**src/rtl/hamming_pipeline_pkg.sv**
```systemverilog
// Shared constants for the 11/15 Hamming encode-inject-decode pipeline.
// Codeword bit i carries Hamming position i+1; parity sits at positions 1, 2, 4, 8.
package hamming_pipeline_pkg;

   localparam int DATA_W = 11;
   localparam int CODE_W = 15;
   localparam int SYN_W  = 4;

   // Hamming position (1-based) of each payload bit, data_in[0] first.
   localparam logic [DATA_W-1:0][SYN_W-1:0] DATA_POS = {
      4'd15, 4'd14, 4'd13, 4'd12, 4'd11, 4'd10, 4'd9, 4'd7, 4'd6, 4'd5, 4'd3
   };

   // Hamming position of parity bit k.
   localparam logic [SYN_W-1:0][SYN_W-1:0] PARITY_POS = {4'd8, 4'd4, 4'd2, 4'd1};

   // Stage-1 register contents: encoded word plus the injection request riding along.
   typedef struct packed {
      logic              valid;
      logic [CODE_W-1:0] code_word;
      logic [SYN_W-1:0]  err_pos;
      logic              err_en;
   } stage1_t;

   // Stage-2 register contents: word as received by the decoder.
   typedef struct packed {
      logic              valid;
      logic [CODE_W-1:0] corrupted;
   } stage2_t;

   // Stage-3 register contents: decoder results.
   typedef struct packed {
      logic              valid;
      logic [DATA_W-1:0] data_out;
      logic [SYN_W-1:0]  syndrome;
      logic              corrected;
   } stage3_t;

   // Mask of codeword bits whose Hamming position has bit k set.
   function automatic logic [CODE_W-1:0] pos_mask(input int k);
      logic [CODE_W-1:0] m;
      m = '0;
      for (int p = 1; p <= CODE_W; p++) begin
         if (p[k]) m[p-1] = 1'b1;
      end
      return m;
   endfunction

endpackage

```
**src/rtl/hamming_pipeline_if.sv**
```systemverilog
// Stream bundle between the pipeline and its producer/consumer.
// master drives the request side; slave (the pipeline) drives the results.
interface hamming_pipeline_if;
   import hamming_pipeline_pkg::*;

   logic              in_valid;
   logic [DATA_W-1:0] data_in;
   logic [SYN_W-1:0]  err_pos;
   logic              err_en;
   logic [CODE_W-1:0] code_word;
   logic [CODE_W-1:0] corrupted;
   logic              out_valid;
   logic [DATA_W-1:0] data_out;
   logic [SYN_W-1:0]  syndrome;
   logic              corrected;

   modport master (
      output in_valid, data_in, err_pos, err_en,
      input  code_word, corrupted, out_valid, data_out, syndrome, corrected
   );

   modport slave (
      input  in_valid, data_in, err_pos, err_en,
      output code_word, corrupted, out_valid, data_out, syndrome, corrected
   );

endinterface

```
**src/rtl/hamming_pipeline_stages.sv**
```systemverilog
// Combinational stages of the Hamming pipeline: encoder, single-bit
// error injector and syndrome decoder/corrector.

// Encoder: scatter payload into data positions, then fill the four parity bits.
module calcula_hamming
   import hamming_pipeline_pkg::*;
(
   input  logic [DATA_W-1:0] data,
   output logic [CODE_W-1:0] code
);

   // Build the codeword; parity slots are still 0 when their XOR is taken,
   // so XOR over every position with bit k set yields the even parity.
   always_comb begin
      // NOTE: every variable in always_comb gets a default first so no path infers a latch.
      code = '0;
      for (int i = 0; i < DATA_W; i++) begin
         code[int'(DATA_POS[i]) - 1] = data[i];
      end
      for (int k = 0; k < SYN_W; k++) begin
         code[int'(PARITY_POS[k]) - 1] = ^(code & pos_mask(k));
      end
   end

endmodule

// Injector: optionally invert one codeword bit selected by a 1-based position.
module injetor
   import hamming_pipeline_pkg::*;
(
   input  logic [CODE_W-1:0] code_in,
   input  logic [SYN_W-1:0]  n,
   input  logic              erro,
   output logic [CODE_W-1:0] code_out
);

   // Position 0 or erro=0 leaves the word untouched.
   always_comb begin
      code_out = code_in;
      if (erro && (n != '0)) begin
         code_out[n - 4'd1] = ~code_in[n - 4'd1];
      end
   end

endmodule

// Decoder: compute syndrome, repair the addressed bit, gather the payload.
module corrige_hamming
   import hamming_pipeline_pkg::*;
(
   input  logic [CODE_W-1:0] code,
   output logic [DATA_W-1:0] data,
   output logic [SYN_W-1:0]  syndrome,
   output logic              corrected
);

   logic [CODE_W-1:0] fixed;

   // Syndrome is the Hamming position of a single flipped bit, 0 when clean.
   always_comb begin
      syndrome = '0;
      for (int k = 0; k < SYN_W; k++) begin
         syndrome[k] = ^(code & pos_mask(k));
      end
      corrected = (syndrome != '0);
      fixed     = code;
      if (corrected) begin
         fixed[syndrome - 4'd1] = ~code[syndrome - 4'd1];
      end
      data = '0;
      for (int i = 0; i < DATA_W; i++) begin
         data[i] = fixed[int'(DATA_POS[i]) - 1];
      end
   end

endmodule

```
**src/rtl/hamming_pipeline.sv**
```systemverilog
// Three-stage Hamming pipeline: encode -> inject -> decode.
// Only pipeline registers and valid tracking live here; the stages are combinational.
module hamming_pipeline
   import hamming_pipeline_pkg::*;
(
   input  logic               clk,
   input  logic               rst_n,
   hamming_pipeline_if.slave  bus
);

   stage1_t s1_q;
   stage2_t s2_q;
   stage3_t s3_q;

   logic [CODE_W-1:0] enc_code;
   logic [CODE_W-1:0] inj_code;
   logic [DATA_W-1:0] dec_data;
   logic [SYN_W-1:0]  dec_syndrome;
   logic              dec_corrected;

   calcula_hamming u_enc (
      .data (bus.data_in),
      .code (enc_code)
   );

   injetor u_inj (
      .code_in  (s1_q.code_word),
      .n        (s1_q.err_pos),
      .erro     (s1_q.err_en),
      .code_out (inj_code)
   );

   corrige_hamming u_dec (
      .code      (s2_q.corrupted),
      .data      (dec_data),
      .syndrome  (dec_syndrome),
      .corrected (dec_corrected)
   );

   // Pipeline registers: data always advances, valid follows in_valid through each stage.
   always_ff @(posedge clk or negedge rst_n) begin
      // NOTE: every stage register is reset, so a reset pulse flushes all in-flight words at once.
      if (!rst_n) begin
         s1_q <= '0;
         s2_q <= '0;
         s3_q <= '0;
      end else begin
         // NOTE: non-blocking assignments so each stage samples the previous stage's old value.
         s1_q.valid     <= bus.in_valid;
         s1_q.code_word <= enc_code;
         s1_q.err_pos   <= bus.err_pos;
         s1_q.err_en    <= bus.err_en;
         s2_q.valid     <= s1_q.valid;
         s2_q.corrupted <= inj_code;
         s3_q.valid     <= s2_q.valid;
         s3_q.data_out  <= dec_data;
         s3_q.syndrome  <= dec_syndrome;
         s3_q.corrected <= dec_corrected;
      end
   end

   assign bus.code_word = s1_q.code_word;
   assign bus.corrupted = s2_q.corrupted;
   assign bus.out_valid = s3_q.valid;
   assign bus.data_out  = s3_q.data_out;
   assign bus.syndrome  = s3_q.syndrome;
   assign bus.corrected = s3_q.corrected;

endmodule

```
**src/flat_wrapper.sv**
```systemverilog
// flat-port wrapper written by rule: the top's interface ports become plain ports
module hamming_pipeline_flat import hamming_pipeline_pkg::*;
  (clk, rst_n, bus_in_valid, bus_data_in, bus_err_pos, bus_err_en, bus_code_word, bus_corrupted, bus_out_valid, bus_data_out, bus_syndrome, bus_corrected);
  hamming_pipeline_if bus_i ();
  input  logic clk;
  input  logic rst_n;
  input wire logic [$bits(bus_i.in_valid)-1:0] bus_in_valid;
  input wire logic [$bits(bus_i.data_in)-1:0] bus_data_in;
  input wire logic [$bits(bus_i.err_pos)-1:0] bus_err_pos;
  input wire logic [$bits(bus_i.err_en)-1:0] bus_err_en;
  output wire logic [$bits(bus_i.code_word)-1:0] bus_code_word;
  output wire logic [$bits(bus_i.corrupted)-1:0] bus_corrupted;
  output wire logic [$bits(bus_i.out_valid)-1:0] bus_out_valid;
  output wire logic [$bits(bus_i.data_out)-1:0] bus_data_out;
  output wire logic [$bits(bus_i.syndrome)-1:0] bus_syndrome;
  output wire logic [$bits(bus_i.corrected)-1:0] bus_corrected;
  assign bus_i.in_valid = bus_in_valid;
  assign bus_i.data_in = bus_data_in;
  assign bus_i.err_pos = bus_err_pos;
  assign bus_i.err_en = bus_err_en;
  assign bus_code_word = bus_i.code_word;
  assign bus_corrupted = bus_i.corrupted;
  assign bus_out_valid = bus_i.out_valid;
  assign bus_data_out = bus_i.data_out;
  assign bus_syndrome = bus_i.syndrome;
  assign bus_corrected = bus_i.corrected;
  hamming_pipeline u_core (.clk(clk), .rst_n(rst_n), .bus(bus_i));
endmodule
```
**config.mk**
```make
export PLATFORM = sky130hd
export DESIGN_NAME = hamming_pipeline_flat
export DESIGN_NICKNAME = d
export VERILOG_FILES = /design/src/rtl/hamming_pipeline_pkg.sv /design/src/rtl/hamming_pipeline_if.sv /design/src/rtl/hamming_pipeline_stages.sv /design/src/rtl/hamming_pipeline.sv /design/src/flat_wrapper.sv
export SDC_FILE = /design/constraint.sdc
export NUM_CORES = 1
export LEC_CHECK = 0
export ABC_AREA = 1
export CAP_MARGIN = 10
export CORE_MARGIN = 1.5
export CORE_UTILIZATION = 59
export DETAILED_ROUTE_END_ITERATION = 6
export PLACE_DENSITY = 0.89
export SYNTH_ARGS = -nofsm -noshare
export SYNTH_HDL_FRONTEND = slang
export SYNTH_HIERARCHICAL = 1
export SYNTH_SLANG_ARGS = --single-unit
```
**constraint.sdc**
```tcl
create_clock -name clk -period 6.05 [get_ports clk]
set_input_delay 0.9075 -clock clk [delete_from_list [all_inputs] [get_ports clk]]
set_output_delay 0.9075 -clock clk [all_outputs]
set_load 0.01 [all_outputs]
```
==> qor.yml, run 1 <==
pwr:
  combPwrFrac_pct: 42.4
  p_sw_share_pct: 39.3
  vdd.ir_drop.worst_mv: 0.114
  power.leakage_nw: 2.45
  power_density_mw_per_mm2: 258
  p_switching_mw: 0.465
  seqPwrFrac_pct: 36.4
  clkPwrFrac_pct: 21.2
  p_int_mw: 0.719
routing:
  route.vias.total: 3685
  drtPass1Iterations: 7
  wl_per_cell_um: 12.5
  drc: 0
  drt_iter0_markers: 157
  ant_nets: 0
  viasPerCell: 5.23
  wirelength_um: 8790
die:
  dieArea_mm2: 0.00746
  start_util_pct: 60.7
  rows: 30
  die_w_um: 86.4
  num_io_pins: 66
  die_h_um: 86.4
  core_area_mm2: 0.00676
setup_path:
  cp.arrival_ns: 2.80
  crit_path_end_kind: "flip-flop"
  cp.depth: 18
  critPathBufInv: 5
  crit_top_cell: "nand2_1"
  path_max_fanout: 7
  setup.worst_path.start_class: "flip-flop"
  slowest_delay_ns: 0.52
  critPathTopFamily: "simple AND/OR/NAND/NOR gates"
  path_class: "flip-flop to flip-flop"
  cp_slowest_cell: "dfrtp_1"
  cp_cell_sequence: "inv_1, nand2_1, nand2_1, nand2_1, inv_1, nor2_1, nand2_1, nand2_2, inv_1, ha_1, inv_1, nand3_1, nand2_1, nand2_1, nand3_4, nand3_1, nand2_1, inv_1"
  critPathRequiredTime_ns: 6.26
  rr_worst_depth: 18
clock_network:
  cts_tree: "done"
  clock-sinks: 54
  cts_setup_buffers: 0
  h-tree-depth: 2
  cts_inserted_buffers: 5
  clk_latency_ns: 0.32
  clock_path_buffers: 2
  clkTransAtPathRegs_ns: 0.10
  cts-root-buf: "clkbuf_8"
  ctsHoldBuffers: 0
  cts-resized-gates: 0
sta:
  finalSetupTns_ns: 0
  skew_ns: 0.0135
  post-route-period-util_pct: 42.8
  finalSetupViolCount: 0
  max_slew_margin_pct: 56.6
  setup_ws_ns: 3.46
  rsz0062_at_grt: "false"
  fin_crit_ns: 2.59
  max_freq_mhz: 386
  finalHoldViolations: 0
  drv_slew: 0
  worst_slew_pin_slew_ns: 0.651
global_routing:
  grt_max_degree: 55
  grt_use_total_pct: 24.8
  grt_pass1_wl_um: 14700
  grt_pass1_vias: 3468
  grt_overflow: 0
  antenna_found_initial: 0
layout:
  final_common_cell: "nand2_1"
  fin_cells: 704
  nets: 652
  fillers: 560
  fin_util_pct: 67.9
  final_cell_mix: "nand2_1, nand3_1, clkdlybuf4s50_1"
  syn_to_final_growth_pct: 11.8
  insertedDiodeCount: 0
  drive_gt1_share_pct: 12.2
  final_area_mm2: 0.00458
yosys:
  synthAdderAreaFrac_pct: 3.05
  synth-seq-cells: 54
  syn_area_per_cell_um2: 6.84
  synth_top_family_by_area: "simple AND/OR/NAND/NOR gates"
  async_flop_share_pct: 100
  synthXorXnorAreaFrac_pct: 1.71
  syn_inst: 599
  netlist_top_cells_area: "dfrtp_1, nand2_1, nand3_1, buf_4, inv_1"
  ys_seq_area_share_pct: 33.0
  synthSimpleGateAreaFrac_pct: 44.1
  muxShareOfSynthArea_pct: 0
  synth_area_mm2: 0.00410
  synth_cell_types: 27
  synth_fp_nets: 628
  synth_compound_area_share_pct: 1.47
  yosys_warnings: 6
  synth_edf_count: 0
  ys.flop_type: "dfrtp_1"
  synth_top_area_cell: "dfrtp_1"
  post-synth-top-area-fraction_pct: 33.0
run:
  drv_cap: 0
placement:
  dpl_worst_slack_ns: 3.54
  dpl.cell_count: 696
  place_congestion: 0.921
  place_hpwl_um: 6830
  port_buffers: 65
  place_area_mm2: 0.00447
min_path:
  worstHoldPathCells: 0
  hp-class: "flip-flop to flip-flop"
outcome:
  status: "finished, final reports clean"
worst reg2reg max path, stage by stage, from the launching register on:
cell and delay (ns):
dfrtp_1 0.52, inv_1 0.13, nand2_1 0.10, nand2_1 0.07, nand2_1 0.08, inv_1 0.04
nor2_1 0.12, nand2_1 0.08, nand2_2 0.13, inv_1 0.10, ha_1 0.38, inv_1 0.13
nand3_1 0.10, nand2_1 0.08, nand2_1 0.08, nand3_4 0.14, nand3_1 0.12, nand2_1 0.07
inv_1 0.04
area by class of cell:
cell class / instances / area (um2) / share of cell area, %
multi-input cells: 419 / 2060 / 45.0
flip-flops and latches: 54 / 1350 / 29.5
repair buffers: 66 / 653 / 14.2
inverters: 77 / 299 / 6.52
well taps: 80 / 100 / 2.18
clock buffers: 5 / 68.8 / 1.50
clock inverters: 3 / 47.5 / 1.04
synth_stat cells (8+ instances only):
cell,instances
o21ai_0,8
nand2_2,24
buf_4,43
inv_2,14
ha_1,10
or2_1,9
nand2_4,9
nor2_1,33
dfrtp_1,54
nand2_1,226
inv_1,59
nand3_1,71
layer usage:
layer	GRT usage (%)	share of wire [%]	wire (um)	vias to the layer above
met4	12.5	3.3	290	0
met2	47.7	53	4630	164
met3	4.38	6.3	557	29
met5	0	0	0	-
li1	-	-	-	1833
met1	25.5	38	3320	1659
state kept, by name, summed over array words and instances, names as in the netlist:
| name | count |
|---|---|
| u_core/s1_q | 6 |
| u_core/bus.corrupted | 15 |
| u_core/s2_q | 1 |
| u_core/bus.syndrome | 4 |
| u_core/bus.corrected | 1 |
| u_core/bus.data_out | 11 |
| u_core/bus.out_valid | 1 |
| u_core/bus.code_word | 15 |
final timing paths:
kind,startpoint,end,slack [ns]
min,u_core/s2_q[15]$_DFF_PN0_,u_core/bus.out_valid$_DFF_PN0_,0.36
min in group asynchronous,rst_n,u_core/bus.corrupted[10]$_DFF_PN0_,0.70
min reg2reg,u_core/s2_q[15]$_DFF_PN0_,u_core/bus.out_valid$_DFF_PN0_,0.36
max reg2reg,u_core/bus.corrupted[9]$_DFF_PN0_,u_core/bus.data_out[9]$_DFF_PN0_,3.46
max,u_core/bus.corrupted[9]$_DFF_PN0_,u_core/bus.data_out[9]$_DFF_PN0_,3.46
max in group asynchronous,rst_n,u_core/bus.corrupted[4]$_DFF_PN0_,4.91
logic make-up after synthesis:
family / after synthesis
AO/OA/AOI/OAI: 12
XOR/XNOR: 8
adder cells (fa/ha/maj): 10
buffers and inverters: 126
flip-flops: 54
AND/OR/NAND/NOR: 389
power groups by stage:
stage	logic [mW]	registers [mW]	clock network (mW)
finish	0.502	0.432	0.251
global route	0.553	0.437	0.271
CTS	0.498	0.432	0.259
detailed placement	0.495	0.439	0
global placement	0.479	0.438	0
floorplan	0.374	0.434	0
metrics by stage:
stage | power (mW) | hold slack, ns
2_1_floorplan | 0.808 | 0.331
3_3_place_gp | 0.917 | 0.336
3_5_place_dp | 0.935 | 0.340
4_1_cts | 1.19 | 0.364
5_1_grt | 1.26 | 0.379
6_report | 1.18 | 0.358
Note: power is estimated with default switching activity, not from simulation.
==> run 2: changes to the inputs <==
--- a/config.mk
+++ b/config.mk
@@ -8,9 +8,9 @@
 export ABC_AREA = 1
 export CAP_MARGIN = 10
 export CORE_MARGIN = 1.5
-export CORE_UTILIZATION = 59
+export CORE_UTILIZATION = 49
 export DETAILED_ROUTE_END_ITERATION = 6
-export PLACE_DENSITY = 0.89
+export PLACE_DENSITY = 0.79
 export SYNTH_ARGS = -nofsm -noshare
 export SYNTH_HDL_FRONTEND = slang
 export SYNTH_HIERARCHICAL = 1
==> constraint.sdc (replaced) <==
create_clock -name clk -period 2.1 [get_ports clk]
set_input_delay 0.315 -clock clk [delete_from_list [all_inputs] [get_ports clk]]
set_output_delay 0.315 -clock clk [all_outputs]
set_load 0.01 [all_outputs]
==> run 2 against run 1 <==
  * The flow now finishes with violations (negative setup slack)
  * Hold slack worse by 0.24 ns
  * Utilization is 3.7 points lower
  * Clock power grew to 2.7 times the previous value
  * Die area is 20% higher
  * Sequential cell count stayed put
  * Combinational power grew to 3.8 times the previous value
  * Register-to-register slack worse by 3.7 ns
  * Non-clock buffer count is 58 higher
  * Cell count is 12% higher
  * Clock-buffer cell count is 1 higher
  * Critical path type unchanged
==> qor.yml, run 2 (synthesis gave the netlist of run 1 again) <==
sta:
  finalSetupTns_ns: -2.78  # -2.78 ns
  max_slew_margin_pct: 56.8  # +0.13 points
  skew_ns: 0.0119  # -0.00163 ns
  fin_crit_ns: 2.38  # -0.212 ns
  setup_ws_ns: -0.277  # -3.74 ns
  finalHoldViolations: 0  # unchanged
  max_freq_mhz: 421  # +8.9%
  worst_slew_pin_slew_ns: 0.649  # -0.00202 ns
  drv_slew: 0  # unchanged
  post-route-period-util_pct: 113  # +70 points
  rsz0062_at_grt: "true"
  finalSetupViolCount: 11  # +11
setup_path:
  crit_path_end_kind: "flip-flop"
  critPathTopFamily: "simple AND/OR/NAND/NOR gates"
  slowest_delay_ns: 0.44  # -0.08 ns
  r2r-end: "u_core/bus.data_out[5]$_DFF_PN0_"
  cp.arrival_ns: 2.57  # -0.23 ns
  crit_start: "u_core/bus.corrupted[2]$_DFF_PN0_"
  rrSetupSlack_ns: -0.28  # -3.74 ns
  r2r-start: "u_core/bus.corrupted[2]$_DFF_PN0_"
  cp_cell_sequence: "buf_4, xor2_1, nand2_1, nand2_1, nand2_1, nand2_2, inv_4, ha_4, buf_6, nand3_4, nand2_2, nand2_2, nand3_4, nand2_4, nand2_1, nand2_1"
  critPathBufInv: 3  # -2
  cp_slowest_cell: "dfrtp_2"
  path_class: "flip-flop to flip-flop"
  crit_top_cell: "nand2_1"
  setup.worst_path.start_class: "flip-flop"
  path_max_fanout: 7  # unchanged
  rr_worst_depth: 16  # -2
  critPathRequiredTime_ns: 2.30  # -3.96 ns
pwr:
  power.leakage_nw: 2.76  # +13%
  p_sw_share_pct: 39.5  # +0.23 points
  p_switching_mw: 1.50  # +220%
  clkPwrFrac_pct: 17.9  # -3.3 points
  p_int_mw: 2.30  # +220%
  combPwrFrac_pct: 49.7  # +7.3 points
  vdd.ir_drop.worst_mv: 0.322  # +180%
  power_density_mw_per_mm2: 725  # +180%
  seqPwrFrac_pct: 32.4  # -4.0 points
clock_network:
  h-tree-depth: 2  # unchanged
  clock_path_buffers: 2  # unchanged
  cts_tree: "done"
  cts_inserted_buffers: 5  # unchanged
  clk_latency_ns: 0.30  # -0.02 ns
  clock-sinks: 54  # unchanged
  cts-root-buf: "clkbuf_8"
  clkTransAtPathRegs_ns: 0.09  # about the same
placement:
  place_area_mm2: 0.00473  # +5.9%
  port_buffers: 65  # unchanged
  place_congestion: 0.937  # +1.7%
  place_hpwl_um: 7480  # +9.6%
  dpl.cell_count: 750  # +7.8%
run:
  drv_cap: 0  # unchanged
die:
  num_io_pins: 66  # unchanged
  rows: 33  # +10%
  die_h_um: 94.5  # +9.4%
  die_w_um: 94.5  # +9.4%
  dieArea_mm2: 0.00892  # +20%
  start_util_pct: 50.1  # -11 points
  core_area_mm2: 0.00818  # +21%
layout:
  final_area_mm2: 0.00525  # +14%
  fin_util_pct: 64.2  # -3.7 points
  reg_top3: "u_core/bus.code_word x15, u_core/bus.corrupted x15, u_core/bus.data_out x11"
  syn_to_final_growth_pct: 28.0
  drive_gt1_share_pct: 26.1  # +14 points
  final_common_cell: "nand2_1"
  nets: 710  # +8.9%
  final_cell_mix: "nand2_1, nand3_1, clkdlybuf4s50_1"
  fin_cells: 787  # +12%
  insertedDiodeCount: 0  # unchanged
routing:
  wl_per_cell_um: 12.9  # +3.5%
  drtPass1Iterations: 4  # -3
  wirelength_um: 10200  # +16%
  ant_nets: 0  # unchanged
  drt_iter0_markers: 189  # +20%
  viasPerCell: 4.99  # -4.7%
  drc: 0  # unchanged
  route.vias.total: 3924  # +6.5%
global_routing:
  grt_overflow: 0  # unchanged
  grt_use_total_pct: 23.3  # -1.5 points
  grt_pass1_vias: 3880  # +12%
  antenna_found_initial: 0  # unchanged
  grt_pass1_wl_um: 16400  # +12%
  grt_max_degree: 55  # unchanged
outcome:
  status: "finished with violations"
  violations: "negative setup slack"
min_path:
  hp-class: "primary input to async pin"
==> run 2: cell types whose count changed in the layout (fill, tap and decap cells not counted), moves of 4 or more <==
cell     previous run  this run
buf_6               0         4
dfrtp_1            54        50
nand2_2            24        38
nor2_1             33        28
inv_1              59        55
buf_4               1        53
nand3_1            71        66
nor2_2              1         6
dfrtp_2             0         4
nand2_4             9        14
nand2_1           226       207
==> run 2: final cells by class <==
class | count | area, um2
timing repair buffer | 124 | 1100
tap | 105 | 131
fill | 680 | 2930
multi-input combinational | 419 | 2250
sequential | 54 | 1360
inverter | 77 | 302
clock inverter | 2 | 37.5
clock buffer | 6 | 72.6
==> run 2: how the worst max path moves through the flow <==
stage,endpoint,slack [ns],cells past startpoint
after floorplan,u_core/bus.data_out[5]$_DFF_PN0_,0.03,18
after global routing,u_core/bus.data_out[5]$_DFF_PN0_,-0.38,15
final,u_core/bus.data_out[5]$_DFF_PN0_,-0.28,16
after detailed placement,u_core/bus.data_out[7]$_DFF_PN0_,-0.15,16
after global placement,u_core/bus.data_out[5]$_DFF_PN0_,-0.04,19
after CTS,u_core/bus.data_out[2]$_DFF_PN0_,-0.008,14
==> run 2: power by group through the flow <==
stage / logic [mW] / clock network [mW] / registers [mW]
detailed placement: 1.57 / 0 / 1.25
finish: 1.89 / 0.682 / 1.23
floorplan: 1.09 / 0 / 1.25
CTS: 1.71 / 0.703 / 1.23
global route: 2.07 / 0.744 / 1.25
global placement: 1.53 / 0 / 1.25
==> run 2: what timing repair did <==
action,4_1_cts,5_1_grt
endpoints found under the setup margin,11,11
hold buffers,0,0
setup buffers,23,6
resized for setup,32,29
pin swaps,22,15
==> run 2: stage by stage <==
stage                     setup WS [ns]  power, mW  hold WS [ns]
after floorplan                  0.0255       2.34        0.0194
after global placement          -0.0417       2.78         0.337
after detailed placement         -0.153       2.82         0.341
after CTS                      -0.00848       3.64         0.140
after global routing             -0.382       4.06         0.179
final                            -0.277       3.81         0.117
==> run 2: layer usage <==
metal	global-route usage [%]	up-vias	part of all wire (%)
li1	-	1956	-
met1	22.9	1822	37
met2	45.6	116	56
met3	4.03	30	3.7
met4	12.4	0	3.4
met5	0	-	0
